$ cat src/rtl/chaser_wb_multi.sv
// chaser_wb_multi: Wishbone-controlled one-hot LED chaser with bounce/wrap modes and pass counting.
// Optional done interrupt plus W1C clear of STATUS.done when CHASER_IRQ_EN is defined.
module chaser_wb_multi #(
  parameter int          NLEDS          = 8,
  parameter int          DIV_WIDTH      = 24,
  parameter int unsigned DEFAULT_PERIOD = 32'd16777215
) (
  input  logic             i_clk,
  input  logic             i_reset,
  input  logic             i_cyc,
  input  logic             i_stb,
  input  logic             i_we,
  input  logic [1:0]       i_addr,
  input  logic [31:0]      i_data,
  output logic             o_stall,
  output logic             o_ack,
  output logic [31:0]      o_data,
  output logic [NLEDS-1:0] o_led,
  output logic             o_irq
);
  localparam int PW = $clog2(NLEDS);
  localparam logic [PW-1:0] POS_LAST = PW'(NLEDS - 1);

  typedef enum logic {ST_IDLE = 1'b0, ST_RUN = 1'b1} state_t;

  // Handshake: a transfer happens on a clock where i_stb=1 and o_stall=0; o_ack pulses exactly one
  // clock later with o_data valid. Only a START write while running is stalled.
  state_t               state_q, state_d;
  logic [1:0]           mode_q, mode_d;
  logic [7:0]           rep_q, rep_d, left_q, left_d;
  logic [PW-1:0]        pos_q, pos_d;
  logic                 dir_up_q, dir_up_d;
  logic                 done_q, done_d;
  logic [DIV_WIDTH-1:0] period_q, period_d, div_q, div_d;
  logic [NLEDS-1:0]     led_q, led_d;
  logic                 ack_q, ack_d;
  logic [31:0]          rdata_q, rdata_d;
  logic                 busy, accept, wr, tick, pass_end, complete, w1c;
  logic                 unused_ok;

  assign busy      = (state_q == ST_RUN);
  assign o_stall   = busy && i_we && (i_addr == 2'd0) && i_data[31];
  assign accept    = i_stb && !o_stall;
  assign wr        = accept && i_we;
  assign tick      = busy && (div_q >= period_q);
  assign unused_ok = &{1'b0, i_cyc, i_data};

`ifdef CHASER_IRQ_EN
  assign w1c   = wr && (i_addr == 2'd2) && i_data[1];
  assign o_irq = done_q;
`else
  assign w1c   = 1'b0;
  assign o_irq = 1'b0;
`endif

  always_comb begin
    state_d  = state_q;
    mode_d   = mode_q;
    rep_d    = rep_q;
    left_d   = left_q;
    pos_d    = pos_q;
    dir_up_d = dir_up_q;
    period_d = period_q;
    pass_end = 1'b0;
    complete = 1'b0;
    div_d    = busy ? (tick ? '0 : div_q + DIV_WIDTH'(1)) : '0;

    if (tick) begin
      case (mode_q)
        2'd1: begin
          if (pos_q == POS_LAST) begin
            pass_end = 1'b1;
            pos_d    = '0;
          end else begin
            pos_d = pos_q + PW'(1);
          end
        end
        2'd2: begin
          if (pos_q == '0) begin
            pass_end = 1'b1;
            pos_d    = POS_LAST;
          end else begin
            pos_d = pos_q - PW'(1);
          end
        end
        default: begin
          // Bounce: a pass ends when leaving position 0 on the way down.
          if (dir_up_q) begin
            if (pos_q == POS_LAST) begin
              pos_d    = pos_q - PW'(1);
              dir_up_d = 1'b0;
            end else begin
              pos_d = pos_q + PW'(1);
            end
          end else if (pos_q == '0) begin
            pass_end = 1'b1;
            pos_d    = PW'(1);
            dir_up_d = 1'b1;
          end else begin
            pos_d = pos_q - PW'(1);
          end
        end
      endcase

      if (pass_end && (rep_q != 8'd0)) begin
        left_d = left_q - 8'd1;
        if (left_q == 8'd1) begin
          complete = 1'b1;
          state_d  = ST_IDLE;
          pos_d    = pos_q;
        end
      end
    end

    if (wr && (i_addr == 2'd0)) begin
      if (i_data[31]) begin
        state_d  = ST_RUN;
        mode_d   = i_data[1:0];
        rep_d    = i_data[15:8];
        left_d   = i_data[15:8];
        div_d    = '0;
        pos_d    = (i_data[1:0] == 2'd2) ? POS_LAST : '0;
        dir_up_d = 1'b1;
      end else begin
        state_d = ST_IDLE;
      end
    end

    if (wr && (i_addr == 2'd1)) begin
      period_d = i_data[DIV_WIDTH-1:0];
    end

    // Completion outranks any clear landing on the same clock.
    done_d = done_q;
    if (w1c || (wr && (i_addr == 2'd0) && i_data[31])) begin
      done_d = 1'b0;
    end
    if (complete) begin
      done_d = 1'b1;
    end

    rdata_d = rdata_q;
    if (accept) begin
      case (i_addr)
        2'd0:    rdata_d = {busy, 15'd0, rep_q, 6'd0, mode_q};
        2'd1:    rdata_d = 32'(period_q);
        2'd2:    rdata_d = {8'd0, 8'(pos_q), left_q, 6'd0, done_q, busy};
        default: rdata_d = 32'(led_q);
      endcase
    end

    ack_d = accept;
    led_d = busy ? (NLEDS'(1) << pos_q) : '0;
  end

  always_ff @(posedge i_clk) begin
    if (i_reset) begin
      state_q  <= ST_IDLE;
      mode_q   <= 2'd0;
      rep_q    <= 8'd0;
      left_q   <= 8'd0;
      pos_q    <= '0;
      dir_up_q <= 1'b1;
      done_q   <= 1'b0;
      period_q <= DIV_WIDTH'(DEFAULT_PERIOD);
      div_q    <= '0;
      led_q    <= '0;
      ack_q    <= 1'b0;
      rdata_q  <= 32'd0;
    end else begin
      state_q  <= state_d;
      mode_q   <= mode_d;
      rep_q    <= rep_d;
      left_q   <= left_d;
      pos_q    <= pos_d;
      dir_up_q <= dir_up_d;
      done_q   <= done_d;
      period_q <= period_d;
      div_q    <= div_d;
      led_q    <= led_d;
      ack_q    <= ack_d;
      rdata_q  <= rdata_d;
    end
  end

  assign o_ack  = ack_q;
  assign o_data = rdata_q;
  assign o_led  = led_q;
endmodule

$ cat config.mk
export PLATFORM = sky130hd
export DESIGN_NAME = chaser_wb_multi
export DESIGN_NICKNAME = d
export VERILOG_FILES = /design/src/rtl/chaser_wb_multi.sv
export SDC_FILE = /design/constraint.sdc
export NUM_CORES = 1
export LEC_CHECK = 0
export BUFFER_PORTS_ARGS = -buffer_cell sky130_fd_sc_hd__buf_4
export CAP_MARGIN = 10
export CORE_UTILIZATION = 57
export CTS_CLUSTER_SIZE = 14
export DETAILED_ROUTE_END_ITERATION = 6
export GPL_TIMING_DRIVEN = 0
export PLACE_DENSITY_LB_ADDON = 0.08
export SLEW_MARGIN = 10
export SYNTH_ARGS = -nofsm -noshare
export SYNTH_HDL_FRONTEND = slang
export SYNTH_SLANG_ARGS = --single-unit
$ cat constraint.sdc
create_clock -name i_clk -period 2.58 [get_ports i_clk]
set_input_delay 0.387 -clock i_clk [delete_from_list [all_inputs] [get_ports i_clk]]
set_output_delay 0.387 -clock i_clk [all_outputs]
set_load 0.01 [all_outputs]
[Word level (Yosys, flattened, before mapping)]
Cells that the tools add are included.
Cells by class
  bitwise logic cells: 1
  shift-type cells: 1
  mux-type cells: 42
  multiply operators: 0
  magnitude comparators: 1
  $add $sub $neg: 4
  equal/unequal tests: 7
  reduce and logical (&&, ||, !) cells: 22
  div/mod/pow operators: 0
Operators with widths (number)
  $mux W24: 4
  $pmux W32 S3: 1
  $mux W3: 11
  $mux W8: 4
  $add A24 B1 Y24 const B: 1
  $ge A24 B24 Y1: 1
  $mux W1: 20
  $logic_and A1 B1 Y1: 10
  $eq A8 B1 Y1 const B: 1
  $reduce_bool A2 Y1: 4
  $reduce_bool A8 Y1: 1
  $shl A1 B3 Y8 const A: 1
  $sub A8 B1 Y8 const B: 1
  $eq A2 B2 Y1 const B: 3
  $pmux W3 S2: 1
  $eq A2 B1 Y1 const B: 2
  $reduce_or A2 Y1: 2
  $add A3 B1 Y3 const B: 1
  $eq A3 B3 Y1 const B: 1
  $logic_not A3 Y1: 1
  $reduce_and A3 Y1: 1
  $sub A3 B1 Y3 const B: 1
  $logic_not A2 Y1: 1
  $pmux W1 S2: 1
  other kinds (3): 3
Word-level totals
  input bits: 39
  RAM bits: 0
  memories kept: 0
  register bits: 113
  memory bits (read-only): 0
  latch bits: 0
  word-level logic and storage cells: 90

[Longest topological paths before layout]
  depth after elaboration: 10
  depth in mapped cells: 10
  mapped depth without buffers: 9

[Worst setup path after synthesis]
OpenSTA, ideal clock, no wires.
  kind: register to register
  from: register mode_q[0]
  to: register left_q[7]
  path buffers: 1
  period minus slack after synthesis: 2.077 ns
  setup slack: 0.503 ns
  arrival time: 1.955 ns
  data required time: 2.458 ns
  stages on the path, launching flop included: 10
  cell sequence: dfxtp_1 -> inv_1 -> ha_1 -> buf_2 -> nor2b_1 -> o21ai_1 -> a221oi_2 -> and4_1 -> o21ai_2 -> a311o_1
On the way
  cells in the longest elaborated chain, start to end: 8
RTL lines
  from (decl): RTL line 29  | logic [1:0] mode_q, mode_d;
  from (signal assigned): RTL line 172  | mode_q <= mode_d;
  $eq A2 B2 Y1 / $eq A2 B1 Y1 (equally long branches): RTL line 69  | case (mode_q)
  $pmux W1 S2 *: RTL line 69
  $mux W1 *: RTL line 68  | if (tick) begin
  $logic_and A1 B1 Y1 *: RTL line 105  | if (pass_end && (rep_q != 8'd0)) begin
  $mux W8 *: RTL line 105
  $mux W8 *: RTL line 68
  $mux W8: RTL line 116  | if (i_data[31]) begin
  $mux W8 *: RTL line 115  | if (wr && (i_addr == 2'd0)) begin
  to (signal assigned): RTL line 174  | left_q <= left_d;
  to (decl): RTL line 30  | logic [7:0] rep_q, rep_d, left_q, left_d;
Every way passes the cells marked *; elsewhere a longest branch is shown, timed or not. The select of a mux whose other input is x is not followed.
A chain may end at the register's enable or synchronous reset.

[Worst setup path in the final report]
  from: register period_q[21]
  to: register pos_q[1]
On the way
  cells in the longest elaborated chain, start to end: 5
RTL lines
  from (decl): RTL line 34  | logic [DIV_WIDTH-1:0] period_q, period_d, div_q, div_d;
  from (signal assigned): RTL line 165  | period_q <= DIV_WIDTH'(DEFAULT_PERIOD);
  from (signal assigned): RTL line 178  | period_q <= period_d;
  $ge A24 B24 Y1 *: RTL line 45  | assign tick = busy && (div_q >= period_q);
  $logic_and A1 B1 Y1 *: RTL line 45
  $mux W3 *: RTL line 68
  $mux W3: RTL line 116
  $mux W3 *: RTL line 115
  to (signal assigned): RTL line 175  | pos_q <= pos_d;
  to (decl): RTL line 31  | logic [PW-1:0] pos_q, pos_d;
Every way passes the cells marked *; elsewhere a longest branch is shown, timed or not.

==> impl_metrics.yaml <==
floorplan:
  coreArea_um2: 9200
  ios: 82
  die_w_um: 99.0
  start_util_pct: 58.4
  die_h_um: 99.0
  std_cell_rows: 35
  dieArea_um2: 9810
yosys:
  ys_async_sr_fraction_pct: 0
  synth.distinct_cells: 50
  synth_seq_cells: 106
  synth_edf_count: 0
  synth-main-ff-cell: "dfxtp_1"
  syn_area_um2: 5370
  avgSynthCellArea_um2: 8.18
  synthCells: 656
  ys_seq_area_share_pct: 39.5
  yosysWarnings: 0
final_layout:
  final_common_cell: "nand2_1"
  regArea_um2: 2120
  num-fill-cells: 805
  layout_common_cells: "nand2_1 (111), dfxtp_1 (106), buf_4 (71), nor2_1 (70)"
  diodes: 0
  area_delta_synth_final_pct: 15.9
  final_core_util_pct: 67.6
  drive_gt1_share_pct: 15.5
  layout.cell_area.non_filler_um2: 6220
  layout.nets: 812
  multi_input_area_um2: 2950
clocking:
  cts_tree: "done"
  clk_pin_slew_worst_paths_ps: 100
  cts_buffers: 9
  cts_hold_buf: 0
  clock-sinks: 106
  cts_resized: 0
  cts_setup_buffers: 0
  clk_latency_ps: 360
  clockRootBuffer: "clkbuf_8"
  cts.path.max_buffers: 2
  h-tree-depth: 3
routing:
  wl_mm: 13.6
  vias: 4831
  ant_nets: 0
  drtIter0Drc: 378
  viasPerCell: 5.67
  wl_per_cell_um: 16.0
  drcViolationCount: 0
  first_pass_iters: 5
power_and_ir_drop:
  p_int_w: 0.00226
  clockPowerShare_pct: 33.3
  swShare_pct: 25.4
  p_comb_share_pct: 10.4
  p_sw_w: 0.000770
  powerDensity_nw_per_um2: 488
  p_leak_nw: 2.92
  seqPwrFrac_pct: 56.2
  vdd_drop_max_v: 0.000301
timing:
  period_needed_ps: 2430
  relSlewSlack_pct: 56.7
  tns_ps: 0
  fmax_mhz: 411
  fin_ws_ps: 149
  fin_crit_sh_pct: 94.2
  finalHoldViolCount: 0
  finalMaxSlewViolations: 0
  finalSetupViolations: 0
  clock_skew_ps: 15.5
  tightestPinTransition_ps: 647
global_routing:
  grt_pass1_wl_mm: 21.6
  grt_pass1_vias: 4473
  grt_max_degree: 17
  antenna_found_initial: 0
  grt_use_total_pct: 28.2
  overflow: 0
worst_hold_path:
  holdCritStartpoint: "i_data[20]"
  hold_depth: 3
  hold_path.class: "in -> reg"
  min_to: "period_q[20]"
place:
  io_buffers: 63
  place.gp.congestion: 0.919
  place_ws_ps: 89.7
  post_dp_cell_area_um2: 6000
  dpl.hpwl_mm: 10.6
critical_path:
  critPathRequiredTime_ps: 2850
  cp_max_fo: 8
  cp_top_family: "simple AND/OR/NAND/NOR gates"
  end_kind: "register"
  start_kind: "register"
  reg2reg_to: "pos_q[1]"
  arrival_ps: 2700
  timing.rr.start: "period_q[21]"
  r2r_cells: 9
  critPathBufInv: 1
  slowest_stage: "dfxtp_1"
  critical-path-max-stage-delay_ps: 380
  crit_chain: "inv_1 -> ha_1 -> nand4_2 -> nor4_4 -> nand2_1 -> o21ai_4 -> o21ai_2 -> nand2b_4 -> a311oi_1"
  worstSetupPathType: "reg -> reg"
  reg2reg_slack_ps: 150
outcome:
  status: "complete, no violations"
flow_run:
  drv_cap: 0
[sequential cells by signal, indices dropped and copies added, names as in the netlist, 2 cells and up]
| signal | cells |
|---|---|
| div_q | 24 |
| left_q | 8 |
| mode_q | 2 |
| o_data | 25 |
| o_led | 8 |
| period_q | 24 |
| pos_q | 3 |
| rep_q | 8 |
[worst register-to-register path: cells and delay by family (launching register included)]
| family | cells | cell delay (ps) |
|---|---|---|
| AND/OR/NAND/NOR | 4 | 870 |
| AO/OA/AOI/OAI | 3 | 720 |
| flip-flops | 1 | 380 |
| adder cells (fa/ha/maj) | 1 | 310 |
| buffers and inverters | 1 | 60 |
[logic make-up (layout without fill, tap and decap cells)]
kind of cell	Yosys count	in the layout	synth area share [%]
simple gates	296	296	26.3
compound gates	96	96	11.5
mux	17	17	3.66
fa+ha+maj	36	36	8.39
flops	106	106	39.5
xor+xnor	24	24	3.92
other cells	1	8	0.0699
buf+inv	80	158	6.55
[metrics by stage]
stage          total power [W]  hold WS, ps  std cells
2_1_floorplan          0.00192          437        663
3_3_place_gp           0.00205          442        837
3_5_place_dp           0.00206          448        837
4_1_cts                0.00304          219        852
5_1_grt                0.00313          232        852
6_report               0.00303          226        852
[power by group through the flow]
stage / Sequential [W] / Clock, W / Combinational [W]
after CTS: 0.00171 / 0.00102 / 0.000313
final: 0.00171 / 0.00101 / 0.000317
after detailed placement: 0.00174 / 0 / 0.000312
after global routing: 0.00171 / 0.00107 / 0.000345
after global placement: 0.00174 / 0 / 0.000305
after floorplan: 0.00174 / 0 / 0.000175
[cell usage after synthesis (all sizes together) (2+ instances only)]
library cell	count	area [µm²]
nand2	111	417
dfxtp	106	2120
nor2	70	263
a21oi	39	195
inv	39	146
ha	36	450
nand3	29	145
buf	27	153
nand3b	27	203
o21ai	20	115
and3	14	87.6
clkbuf	14	52.6
mux2i	14	140
nor3	14	75.1
xor2	13	114
a211oi	11	82.6
xnor2	11	96.3
a221oi	8	76.3
nand4	7	50.1
nor4	6	43.8
nand2b	5	38.8
nor2b	5	31.3
a311oi	4	35.0
a21o	3	22.5
and2	3	18.8
nor3b	3	22.5
and4	2	17.5
mux4	2	45.0
[worst max path at each step]
stage / startpoint / endpoint / slack, ps / depth (start not counted)
3_3_place_gp: period_q[22] / pos_q[1] / 150 / 9
4_1_cts: period_q[22] / pos_q[1] / 60 / 9
6_report: period_q[21] / pos_q[1] / 150 / 9
3_5_place_dp: period_q[23] / pos_q[1] / 90 / 9
2_1_floorplan: mode_q[0] / left_q[7] / 500 / 9
5_1_grt: period_q[11] / pos_q[1] / -9 / 9
[area by class of cell]
class	instances	area share [%]
timing repair buffer	63	7.61
clock buffer	11	2.11
clock inverter	4	0.845
inverter	39	2.35
tap	111	2.23
sequential	106	34.1
buffer	41	3.30
multi-input combinational	477	47.4
[layer usage]
layer  wire (µm)  vias to the layer above  track usage (%)
met2        6360                      214             47.0
met5           0                        -                0
met3        1050                       21             4.18
met4         235                        0             7.92
met1        5970                     2217             38.2
li1            -                     2379                -
No activity file was read; power rests on OpenSTA's default activity.
